<file path="config.mk">
export PLATFORM = sky130hd
export DESIGN_NAME = filter_line_scheduler
export DESIGN_NICKNAME = d
export VERILOG_FILES = /design/src/rtl/filter_line_scheduler.sv
export SDC_FILE = /design/constraint.sdc
export NUM_CORES = 1
export LEC_CHECK = 0
export ABC_CLOCK_PERIOD_IN_PS = 2400
export CELL_PAD_IN_SITES_DETAIL_PLACEMENT = 1
export CELL_PAD_IN_SITES_GLOBAL_PLACEMENT = 1
export CORE_ASPECT_RATIO = 2
export CORE_MARGIN = 2
export CORE_UTILIZATION = 34
export CTS_CLUSTER_SIZE = 8
export DETAILED_ROUTE_END_ITERATION = 12
export GPL_ROUTABILITY_DRIVEN = 0
export HOLD_SLACK_MARGIN = 0.15
export PLACE_DENSITY_LB_ADDON = 0.1
export SLEW_MARGIN = 20
export SYNTH_ARGS = -nofsm -noshare
export SYNTH_HDL_FRONTEND = slang
export SYNTH_SLANG_ARGS = --single-unit
</file>
<file path="constraint.sdc">
create_clock -name clk -period 2.4 [get_ports clk]
set_input_delay 0.6 -clock clk [delete_from_list [all_inputs] [get_ports clk]]
set_output_delay 0.6 -clock clk [all_outputs]
set_load 0.1 [all_outputs]
</file>
<file path="src/rtl/filter_line_scheduler.sv">
`default_nettype none
// ============================================================================
//  Module      : filter_line_scheduler
//  Description : Frame/line sequencer for the three-channel 3x3 filter
//                datapath. Tracks the raster position of incoming pixels,
//                rotates the three line buffers round-robin, flags cycles
//                with a complete 3x3 window, re-times that flag through the
//                filter pipeline latency and reports frame completion.
//  Ports       : clk, rst          - clock, synchronous active-high reset
//                i_enable          - global clock enable (low freezes all)
//                i_start           - frame start request (IDLE only)
//                i_pix_valid       - source pixel strobe
//                o_busy            - FILL, RUN or FLUSH in progress
//                o_wr_line_sel     - line buffer being written (0..2)
//                o_sel_line1/2     - line buffers one/two rows above
//                o_col, o_row      - position of the next pixel to accept
//                o_window_valid    - full 3x3 window present
//                o_data_valid_out  - filtered pixel valid at filter outputs
//                o_frame_done      - one-cycle end-of-frame pulse
//                o_frames          - completed frame count (wraps)
//  Revision    : 1.0 - initial release
// ============================================================================
module filter_line_scheduler #(
  parameter int WIDTH_IMG = 255,
  parameter int HIGH_IMG  = 255,
  parameter int PIPE_LAT  = 3,
  parameter int CNT_W     = 16
) (
  input  logic             clk,
  input  logic             rst,
  input  logic             i_enable,
  input  logic             i_start,
  input  logic             i_pix_valid,
  output logic             o_busy,
  output logic [1:0]       o_wr_line_sel,
  output logic [1:0]       o_sel_line1,
  output logic [1:0]       o_sel_line2,
  output logic [CNT_W-1:0] o_col,
  output logic [CNT_W-1:0] o_row,
  output logic             o_window_valid,
  output logic             o_data_valid_out,
  output logic             o_frame_done,
  output logic [31:0]      o_frames
);

  localparam int                c_FCNT_W      = $clog2(PIPE_LAT + 1);
  localparam logic [c_FCNT_W-1:0] c_FLUSH_LAST = c_FCNT_W'(PIPE_LAT);
  localparam logic [CNT_W-1:0]  c_COL_LAST    = CNT_W'(WIDTH_IMG - 1);
  localparam logic [CNT_W-1:0]  c_ROW_LAST    = CNT_W'(HIGH_IMG - 1);
  localparam logic [CNT_W-1:0]  c_ROW_FILL_END = CNT_W'(1);
  localparam logic [CNT_W-1:0]  c_WIN_MIN     = CNT_W'(2);

  typedef enum logic [1:0] {
    ST_IDLE  = 2'd0,
    ST_FILL  = 2'd1,
    ST_RUN   = 2'd2,
    ST_FLUSH = 2'd3
  } state_t;

  state_t                r_state;
  state_t                w_state_nxt;
  logic [CNT_W-1:0]      r_col;
  logic [CNT_W-1:0]      r_row;
  logic [1:0]            r_wr_line_sel;
  logic [1:0]            w_wr_next;
  logic [c_FCNT_W-1:0]   r_flush_cnt;
  logic                  r_window_valid;
  logic                  r_frame_done;
  logic [31:0]           r_frames;
  logic [PIPE_LAT-1:0]   r_dly;

  logic                  w_col_last;
  logic                  w_accept;
  logic                  w_frame_start;
  logic                  w_last_pix;
  logic                  w_flush_end;

  assign w_col_last = (r_col == c_COL_LAST);
  assign w_wr_next  = (r_wr_line_sel == 2'd2) ? 2'd0 : r_wr_line_sel + 2'd1;

  // --------------------------------------------------------------------------
  // State register
  // --------------------------------------------------------------------------
  always_ff @(posedge clk) begin
    if (rst) begin
      r_state <= ST_IDLE;
    end else if (i_enable) begin
      r_state <= w_state_nxt;
    end
  end

  // --------------------------------------------------------------------------
  // Next-state and per-cycle control strobes
  // --------------------------------------------------------------------------
  always_comb begin
    w_state_nxt   = r_state;
    w_frame_start = 1'b0;
    w_accept      = 1'b0;
    w_last_pix    = 1'b0;
    w_flush_end   = 1'b0;
    case (r_state)
      ST_IDLE: begin
        // The frame_done cycle is still IDLE; a start seen there is dropped
        // so a new frame cannot overlap the completion pulse.
        if (i_start && !r_frame_done) begin
          w_frame_start = 1'b1;
          w_state_nxt   = ST_FILL;
        end
      end
      ST_FILL: begin
        w_accept = i_pix_valid;
        if (i_pix_valid && w_col_last && (r_row == c_ROW_FILL_END)) begin
          w_state_nxt = ST_RUN;
        end
      end
      ST_RUN: begin
        w_accept = i_pix_valid;
        if (i_pix_valid && w_col_last && (r_row == c_ROW_LAST)) begin
          w_last_pix  = 1'b1;
          w_state_nxt = ST_FLUSH;
        end
      end
      ST_FLUSH: begin
        if (r_flush_cnt == c_FLUSH_LAST) begin
          w_flush_end = 1'b1;
          w_state_nxt = ST_IDLE;
        end
      end
      default: w_state_nxt = ST_IDLE;
    endcase
  end

  // --------------------------------------------------------------------------
  // Raster position, line rotation, window flag, frame bookkeeping
  // --------------------------------------------------------------------------
  always_ff @(posedge clk) begin
    if (rst) begin
      r_col          <= '0;
      r_row          <= '0;
      r_wr_line_sel  <= 2'd0;
      r_flush_cnt    <= '0;
      r_window_valid <= 1'b0;
      r_frame_done   <= 1'b0;
      r_frames       <= 32'd0;
    end else if (i_enable) begin
      // Rows 0/1 never satisfy row>=2, so FILL cannot raise the flag.
      r_window_valid <= w_accept && (r_row >= c_WIN_MIN) && (r_col >= c_WIN_MIN);
      r_frame_done   <= w_flush_end;

      if (w_frame_start) begin
        r_col         <= '0;
        r_row         <= '0;
        r_wr_line_sel <= 2'd0;
      end else if (w_accept) begin
        if (w_col_last) begin
          r_col         <= '0;
          r_wr_line_sel <= w_wr_next;
          // Last pixel of the frame parks the row at 0 for the idle period.
          r_row         <= w_last_pix ? '0 : r_row + CNT_W'(1);
        end else begin
          r_col <= r_col + CNT_W'(1);
        end
      end

      // Counts enabled FLUSH cycles; sits at 0 everywhere else.
      if ((r_state == ST_FLUSH) && !w_flush_end) begin
        r_flush_cnt <= r_flush_cnt + c_FCNT_W'(1);
      end else begin
        r_flush_cnt <= '0;
      end

      if (w_flush_end) begin
        r_frames <= r_frames + 32'd1;
      end
    end
  end

  // --------------------------------------------------------------------------
  // window_valid re-timed through the filter pipeline latency
  // --------------------------------------------------------------------------
  generate
    if (PIPE_LAT == 1) begin : g_dly_single
      always_ff @(posedge clk) begin
        if (rst) begin
          r_dly <= '0;
        end else if (i_enable) begin
          r_dly <= r_window_valid;
        end
      end
    end else begin : g_dly_multi
      always_ff @(posedge clk) begin
        if (rst) begin
          r_dly <= '0;
        end else if (i_enable) begin
          r_dly <= {r_dly[PIPE_LAT-2:0], r_window_valid};
        end
      end
    end
  endgenerate

  // --------------------------------------------------------------------------
  // Read selects: the buffer written two rows ago and one row ago.
  // --------------------------------------------------------------------------
  always_comb begin
    o_sel_line1 = 2'd2;
    o_sel_line2 = 2'd1;
    case (r_wr_line_sel)
      2'd1: begin
        o_sel_line1 = 2'd0;
        o_sel_line2 = 2'd2;
      end
      2'd2: begin
        o_sel_line1 = 2'd1;
        o_sel_line2 = 2'd0;
      end
      default: ;
    endcase
  end

  assign o_busy           = (r_state != ST_IDLE);
  assign o_wr_line_sel    = r_wr_line_sel;
  assign o_col            = r_col;
  assign o_row            = r_row;
  assign o_window_valid   = r_window_valid;
  assign o_data_valid_out = r_dly[PIPE_LAT-1];
  assign o_frame_done     = r_frame_done;
  assign o_frames         = r_frames;

endmodule
`default_nettype wire

</file>
==> reports/results.tsv, run 1 <==
metric	value	unit
status	finished clean	
dieHeight	154	um
antenna_found_initial	0	
fin_crit	2.29	ns
cts_tree	built	
first_pass_iters	4	
synth_top_area_share	39.3	%
totalWireLength	12100	um
nNetsFinal	582	
yosysTopAreaCell	dfxtp_1	
reg2reg_slack	0.11	ns
p_clk_share	47.3	%
fin_worst_skew	0.00818	ns
maxSlewViolCount	0	
track_usage	20.5	%
hold_viol	0	
cts.sinks	75	
place_area	0.00492	sq mm
yosys_register_bits	75	
cts_resized	0	
syn_area_per_cell	8.42	sq um
synthArstFlopShare	0	%
root_buffer	clkbuf_16	
pwr-share-comb	10.2	%
start_kind	register	
max_slew_margin	64.5	%
ys.flop_type	dfxtp_1	
cp_top_family	simple AND/OR/NAND/NOR gates	
syn_area	0.00382	sq mm
fin_tns_setup	0	ns
rsz0062_at_grt	no	
syn_nets	473	
coreArea	0.0109	sq mm
drtIter0Drc	128	
grt_start_max_net_pins	29	
arrival	2.54	ns
crit_top_cell	or4_1	
worst-path-buf-inv	0	
internal-power	2.19	mW
maxCapViolations	0	
place_hpwl	9390	um
port_buffers	78	
netlist_instances	454	
vias	3779	
hold_path_class	register to register	
crit_required	2.66	ns
critical-path-max-stage-delay	0.66	ns
vdd_drop_max	0.445	mV
ctsHoldBuffers	0	
clockBufferDepth	2	
cts_setup_buffers	0	
p_seq_share	42.5	%
ios	79	
drc	0	
end_kind	register	
cp_slowest_cell	or4_1	
row_count	54	
cts.clk_slew.worst_paths	0.06	ns
cts_buffers	9	
p_leak	2.08	nW
fmax	438	MHz
tightest_slew	0.528	ns
via_per_inst	5.34	
yosysUniqueCellTypes	46	
syn2layout_area_growth	36.8	%
die_area	0.0122	sq mm
grt_pass1_vias	3952	
setup_viol	0	
powerDensity	563	mW/mm^2
wl_per_cell	17.1	um
layout.cell_area.non_filler	0.00523	sq mm
antenna_left	0	
drive_above_1_share	32.0	%
crit_type	register to register	
synth_top_cells_by_count	dfxtp_1 (75), nor2_1 (58), nand4_1 (33)	
grt-ovfl-total	0	
start_util	34.9	%
fin_crit_sh	95.2	%
synthTopCellsByArea	dfxtp_1 (39%), xor2_1 (5.7%), nor2_1 (5.7%), nand4_1 (5.4%), ha_1 (4.6%)	
synth_edf_count	0	
ys_warn_count	0	
netSwitchingPower	0.756	mW
cp_max_fo	4	
cp_cell_sequence	or4_1 > or4_1 > nor4_2 > nand2_1 > o22ai_1	
synth.most_common_cell	dfxtp_1	
clkLatencyLatePin	0.34	ns
yosysSeqAreaShare	39.3	%
grt_pass1_wl	19700	um
switching_share	25.7	%
insertedDiodeCount	0	
die_w	79.0	um
htree_levels	3	
## layer usage
metal	global-route usage (%)	routed length (um)	vias up	part of all wire, %
li1	-	-	1841	-
met1	20.2	4370	1849	36
met2	39.8	7040	70	58
met3	3.87	365	19	3.0
met4	9.03	356	0	2.9
met5	0	0	-	0
## power groups by stage
stage / clock, mW / combinational [mW] / sequential [mW]
2_1_floorplan: 0 / 0.167 / 1.29
3_3_place_gp: 0 / 0.298 / 1.28
3_5_place_dp: 0 / 0.303 / 1.28
4_1_cts: 1.43 / 0.305 / 1.25
5_1_grt: 1.48 / 0.323 / 1.25
6_report: 1.39 / 0.300 / 1.25
## placed cells by master (no fill, tap or decap), types with 12 or more instances in the layout
master   netlist  routed
inv_1         21      20
dfxtp_2        0      43
ha_1          14      14
xnor2_1       17      17
nor2_1        58      58
nand2_1       28      28
and3_1        17      17
nand3_1       19      19
a21oi_1       23      23
buf_4          3     106
xor2_1        25      25
nand4_1       33      33
o21ai_0       12      12
dfxtp_1       75      28
## worst paths after layout
| kind | startpoint | depth (start not counted) | end |
|---|---|---|---|
| hold / removal | o_wr_line_sel[0]$_SDFFE_PP0P_ | 2 | o_wr_line_sel[0]$_SDFFE_PP0P_ |
| setup / recovery | o_col[14]$_SDFFE_PP0P_ | 5 | o_row[13]$_SDFFE_PP0P_ |
| setup reg to reg | o_col[14]$_SDFFE_PP0P_ | 5 | o_row[13]$_SDFFE_PP0P_ |
| hold reg to reg | o_wr_line_sel[0]$_SDFFE_PP0P_ | 2 | o_wr_line_sel[0]$_SDFFE_PP0P_ |
## flip-flops by register name, summed over array words and instances (netlist names)
register / flops
o_col: 16
o_frame_done: 1
o_frames: 32
o_row: 16
o_window_valid: 1
o_wr_line_sel: 2
r_dly: 3
r_flush_cnt: 2
r_state: 2
## logic make-up after synthesis
group | count (synthesis) | share of synthesized area (%)
simple gates | 222 | 31.5
flops | 75 | 39.3
compound gates | 58 | 9.59
xor+xnor | 42 | 9.63
buf+inv | 38 | 4.13
fa+ha+maj | 14 | 4.58
mux | 5 | 1.31
## per-stage QoR
step | hold slack, ns | setup WS (ns) | power [mW] | utilization (%) | std cells
after global routing | 0.499 | 0.00631 | 3.05 | 47.7 | 708
after global placement | 0.450 | -0.136 | 1.58 | 45.0 | 692
after floorplan | 0.445 | -0.153 | 1.46 | - | 454
final | 0.476 | 0.115 | 2.94 | 47.7 | 708
after CTS | 0.481 | 0.0913 | 2.99 | 47.7 | 708
after detailed placement | 0.472 | -0.181 | 1.58 | 45.0 | 692
## cell type report
type | instances | area, sq um
Fill cell | 1342 | 5720
Multi-Input combinational cell | 341 | 2170
Sequential cell | 75 | 1570
Timing Repair Buffer | 115 | 931
Clock buffer | 10 | 239
Tap cell | 140 | 175
Inverter | 21 | 82.6
Clock inverter | 6 | 62.6
## worst register-to-register path, stage by stage, from the launching register on
cell,delay [ns]
dfxtp_2,0.34
or4_1,0.66
or4_1,0.60
nor4_2,0.26
nand2_1,0.20
o22ai_1,0.16
No activity file was read; power rests on OpenSTA's default activity.
==> run 2, diff against run 1 <==
--- a/config.mk
+++ b/config.mk
@@ -16,6 +16,7 @@
 export GPL_ROUTABILITY_DRIVEN = 0
 export HOLD_SLACK_MARGIN = 0.15
 export PLACE_DENSITY_LB_ADDON = 0.1
+export RECOVER_POWER = 25
 export SLEW_MARGIN = 20
 export SYNTH_ARGS = -nofsm -noshare
 export SYNTH_HDL_FRONTEND = slang
==> reports/results.tsv, run 2 (synthesis gave the netlist of run 1 again) <==
metric	value	unit	change
antenna_left	0		unchanged
postLayoutCoreUtil	46.9	%	-0.80 points
start_util	34.9	%	unchanged
crit_top_cell	and3_1		
maxSlewViolCount	0		unchanged
final_common_cell	buf_4		
dieHeight	154	um	unchanged
arrival	2.55	ns	about the same
insertedDiodeCount	0		unchanged
place_area	0.00492	sq mm	unchanged
cts_setup_buffers	0		unchanged
hold_viol	0		unchanged
clockBufferDepth	2		unchanged
status	finished clean		
cts_resized	0		unchanged
cts_tree	built		
ctsHoldBuffers	0		unchanged
grt_pass1_wl	19700	um	unchanged
powerDensity	572	mW/mm^2	+1.6%
cp_max_fo	7		+3
cts_buffers	9		unchanged
grt-ovfl-total	0		unchanged
row_count	54		unchanged
die_area	0.0122	sq mm	unchanged
finalWorstSetupSlack	0.109	ns	-0.00567 ns
tightest_slew	0.550	ns	+0.0221 ns
cts.sinks	75		unchanged
drc	0		unchanged
port_buffers	78		unchanged
maxCapViolations	0		unchanged
root_buffer	clkbuf_16		
vias	3773		-0.16%
vdd_drop_max	0.445	mV	about the same
setup_viol	0		unchanged
final_cell_mix	buf_4 (73), nor2_1 (58), dfxtp_2 (43)		
n_fill_cell	1351		+0.67%
syn2layout_area_growth	34.5	%	
start_kind	input pin		
max_slew_margin	63.5	%	-1.0 points
drtIter0Drc	145		+13%
dp_slack	-0.181	ns	unchanged
cp_cell_sequence	dlygate4sd3_1 > and3_1 > and3_1 > or4b_4 > or3_1 > a21oi_1		
fin_worst_skew	0.00781	ns	-0.000373 ns
drive_above_1_share	31.3	%	-0.70 points
fin_crit	2.29	ns	+0.00568 ns
crit_type	input pin to register		
track_usage	20.5	%	unchanged
antenna_found_initial	0		unchanged
cp_slowest_cell	dlygate4sd3_1		
grt_pass1_vias	3952		unchanged
rsz0062_at_grt	no		
p_leak	2.04	nW	-1.9%
crit_required	2.66	ns	about the same
place_hpwl	9390	um	unchanged
largest_register_ffs	32		unchanged
clkLatencyLatePin	0.34	ns	about the same
hold_path_class	register to register		
layout.cell_area.non_filler	0.00514	sq mm	-1.7%
critical-path-max-stage-delay	0.58	ns	-0.08 ns
fin_crit_sh	95.5	%	+0.24 points
grt_start_max_net_pins	29		unchanged
via_per_inst	5.33		-0.16%
totalWireLength	12100	um	-0.41%
worst-path-buf-inv	1		+1
fmax	436	MHz	-0.25%
nNetsFinal	582		unchanged
wl_per_cell	17.1	um	-0.41%
die_w	79.0	um	unchanged
coreArea	0.0109	sq mm	unchanged
cts.clk_slew.worst_paths	0.06	ns	about the same
end_kind	register		
htree_levels	3		unchanged
ios	79		unchanged
first_pass_iters	4		unchanged
cp_top_family	simple AND/OR/NAND/NOR gates		
## run 2: cell count changes in the layout (fill, tap and decap cells not counted), sizes merged
cell,change
buf,-33
clkdlybuf4s50,-1
clkbuf,+33
dlygate4sd3,+1
## run 2: layout make-up
class,count,area [sq um],share of cell area [%]
clock buffers,10,239,4.65
clock inverters,6,62.6,1.22
inverters,21,82.6,1.61
multi-input cells,341,2170,42.1
flip-flops and latches,75,1570,30.6
well taps,140,175,3.41
repair buffers,115,843,16.4
## run 2: per-stage QoR
stage	setup TNS [ns]	total power, mW	cells	hold slack (ns)
2_1_floorplan	-0.154	1.46	454	0.445
3_3_place_gp	-0.528	1.58	692	0.450
3_5_place_dp	-0.764	1.58	692	0.472
4_1_cts	0	2.99	708	0.481
5_1_grt	0	3.05	708	0.501
6_report	0	2.94	708	0.474
## run 2: path summary, 6_finish.rpt
kind                                 start  slack (ns)  cells after the start                             to
max                               i_enable        0.11                      6      o_frames[26]$_SDFFE_PP0P_
min          o_wr_line_sel[0]$_SDFFE_PP0P_        0.47                      2  o_wr_line_sel[0]$_SDFFE_PP0P_
max reg2reg         o_col[14]$_SDFFE_PP0P_        0.12                      5          o_row[1]$_SDFFE_PP0P_
min reg2reg  o_wr_line_sel[0]$_SDFFE_PP0P_        0.47                      2  o_wr_line_sel[0]$_SDFFE_PP0P_
## run 2: power by group
| part | switching, mW | total (mW) | internal [mW] | leakage (nW) |
|---|---|---|---|---|
| Sequential | 0.00563 | 1.25 | 1.25 | 0.630 |
| Clock | 0.557 | 1.39 | 0.834 | 0.149 |
| Combinational | 0.193 | 0.297 | 0.105 | 1.26 |
| Total | 0.755 | 2.94 | 2.18 | 2.04 |
## run 2: worst reg2reg max path, stage by stage, from the launching register on
cell and delay (ns):
dfxtp_2 0.34, or4_1 0.66, or4_1 0.60, nor4_2 0.26, nand2_1 0.20, o22ai_1 0.16
## run 2: routing by layer
metal / share of wire (%) / GRT usage, % / vias up
met5: 0 / 0 / -
met4: 2.9 / 9.03 / 0
met3: 2.9 / 3.87 / 19
met2: 58 / 39.8 / 64
met1: 36 / 20.2 / 1848
li1: - / - / 1842
==> patch (flow settings as in run 1) <==
Put a register stage on the outputs `o_busy` and `o_data_valid_out`, with the module's reset. The values now appear one clock later. The other outputs are not delayed to match.
--- a/src/rtl/filter_line_scheduler.sv
+++ b/src/rtl/filter_line_scheduler.sv
@@ -218,10 +218,17 @@
   end
 
-  assign o_busy           = (r_state != ST_IDLE);
   assign o_wr_line_sel    = r_wr_line_sel;
   assign o_col            = r_col;
   assign o_row            = r_row;
   assign o_window_valid   = r_window_valid;
-  assign o_data_valid_out = r_dly[PIPE_LAT-1];
+  always_ff @(posedge clk) begin
+    if (rst) begin
+      o_busy           <= '0;
+      o_data_valid_out <= '0;
+    end else begin
+      o_busy           <= (r_state != ST_IDLE);
+      o_data_valid_out <= r_dly[PIPE_LAT-1];
+    end
+  end
   assign o_frame_done     = r_frame_done;
   assign o_frames         = r_frames;
Formal check against the unedited RTL: not equivalent (a bounded check fails within 4 cycles, from zero or initial values and one cycle with rst high).
==> patch against run 1 <==
- sequential cell count rose by 2
- synthesized cell count up 0.44%
- power decreased by 4.3%
- area after synthesis grew 1.1%
- final area decreased by 1.5%
- wire length fell by 3.8%
- largest cell class unchanged
- highest routed layer unchanged
- worst setup slack improved by 2.4 ps
- fmax rose by 0.10%
- largest power group is now sequential cells
==> patch: results (changes against run 1) <==
metric,value,unit,change
drive_above_1_share,0.295,,-0.0258
fin_skew,7.36,ps,-0.824 ps
ys_seq_area_frac,0.399,,+0.00617
post_drt_via_cell_ratio,5.40,,+1.2%
wl_per_cell,16.6,µm,-3.0%
cp_max_fo,5,,+1
worstHoldEndpoint,o_data_valid_out$_SDFF_PP0_,,
portBuffers,78,,unchanged
netlist_top_cells_count,"dfxtp_1 (77), nor2_1 (52), a21oi_1 (29), nand2_1 (29), nand3_1 (23)",,
slew_headroom,0.673,,+0.0275
drt_iter0_drc,64,,-50%
leakagePower,2.03,nW,-2.2%
switchingPower,708,µW,-6.3%
power_density,547,nW/µm²,-2.9%
synth_fa_ha_area_frac,0.0454,,-0.000490
dp_hpwl,8930,µm,-4.9%
dp_cells,687,,-0.72%
p_seq,1.29,mW,+3%
fin_hold_ws,478,ps,+2.06 ps
syn_nets,475,,+0.42%
synthXorXnorAreaFrac,0.0794,,-0.0169
grt_pass1_vias,3980,,+0.71%
fin_nets,575,,-1.2%
muxShareOfSynthArea,0.0104,,-0.00273
postSynthAreaPerCell,8.47,µm²,+0.64%
wirelength,11700,µm,-3.8%
hp-start,r_dly[2]$_SDFFE_PP0P_,,
holdPathStages,1,,-1
peakVddDrop,0.363,mV,-18%
dr.pass1.iters,5,,+1
ys_top_cells_by_area,"dfxtp_1 (40%), nor2_1 (5.1%), ha_1 (4.5%)",,
rr_startpoint,o_col[13]$_SDFFE_PP0P_,,
synth_compound_area_frac,0.126,,+0.0297
largest_reg_flops,32,,unchanged
reg2regPathDepth,7,,+2
grt_usage,0.199,,-0.00626
dp_slack,-132,ps,+49.2 ps
fillers,1357,,+1.1%
place_area,4870,µm²,-1.1%
cp.arrival,2490,ps,-50 ps
grt_max_degree,34,,+17%
yosysUniqueCellTypes,53,,+15%
r2r_end,o_row[14]$_SDFFE_PP0P_,,
outcome,"complete, no violations",,
-- patch: critical path: stages, from the launching register on --
cell,delay [ps]
dfxtp_2,340
or4_1,560
buf_4,180
o41ai_4,430
a21oi_1,150
buf_4,180
a22oi_1,200
o31ai_1,110
-- patch: layout make-up --
cell class | count | area (µm²) | share of cell area
multi-input cells | 337 | 2160 | 0.420
clock buffers | 13 | 250 | 0.0486
well taps | 142 | 178 | 0.0345
repair buffers | 113 | 891 | 0.173
flip-flops and latches | 77 | 1590 | 0.308
inverters | 18 | 71.3 | 0.0138
clock inverters | 2 | 10.0 | 0.00194
-- patch: worst max path at each step --
| stage | startpoint | endpoint | slack, ps | cells after the start |
|---|---|---|---|---|
| floorplan | o_frames[7]$_SDFFE_PP0P_ | o_frames[21]$_SDFFE_PP0P_ | -3 | 6 |
| global placement | i_enable | o_frames[23]$_SDFFE_PP0P_ | -80 | 7 |
| detailed placement | i_enable | o_frames[31]$_SDFFE_PP0P_ | -130 | 7 |
| CTS | o_col[13]$_SDFFE_PP0P_ | r_state[0]$_SDFFE_PP0P_ | 70 | 7 |
| global route | o_col[13]$_SDFFE_PP0P_ | o_row[14]$_SDFFE_PP0P_ | 2 | 7 |
| finish | o_col[13]$_SDFFE_PP0P_ | o_row[14]$_SDFFE_PP0P_ | 120 | 7 |
-- patch: cell families (layout without fill, tap and decap cells) --
kind of cell             Yosys count  count (layout)
AO/OA/AOI/OAI                     76              76
XOR/XNOR                          35              35
AND/OR/NAND/NOR                  208             208
flip-flops                        77              77
adder cells (fa/ha/maj)           14              14
multiplexers                       4               4
buffers and inverters             42             146
-- patch: per-layer routing --
layer  GRT usage  vias up  wire, µm
met4      0.0813        0       323
li1            -     1840         -
met2       0.388       81      6650
met3      0.0274       26       326
met1       0.204     1846      4380
met5           0        -         0
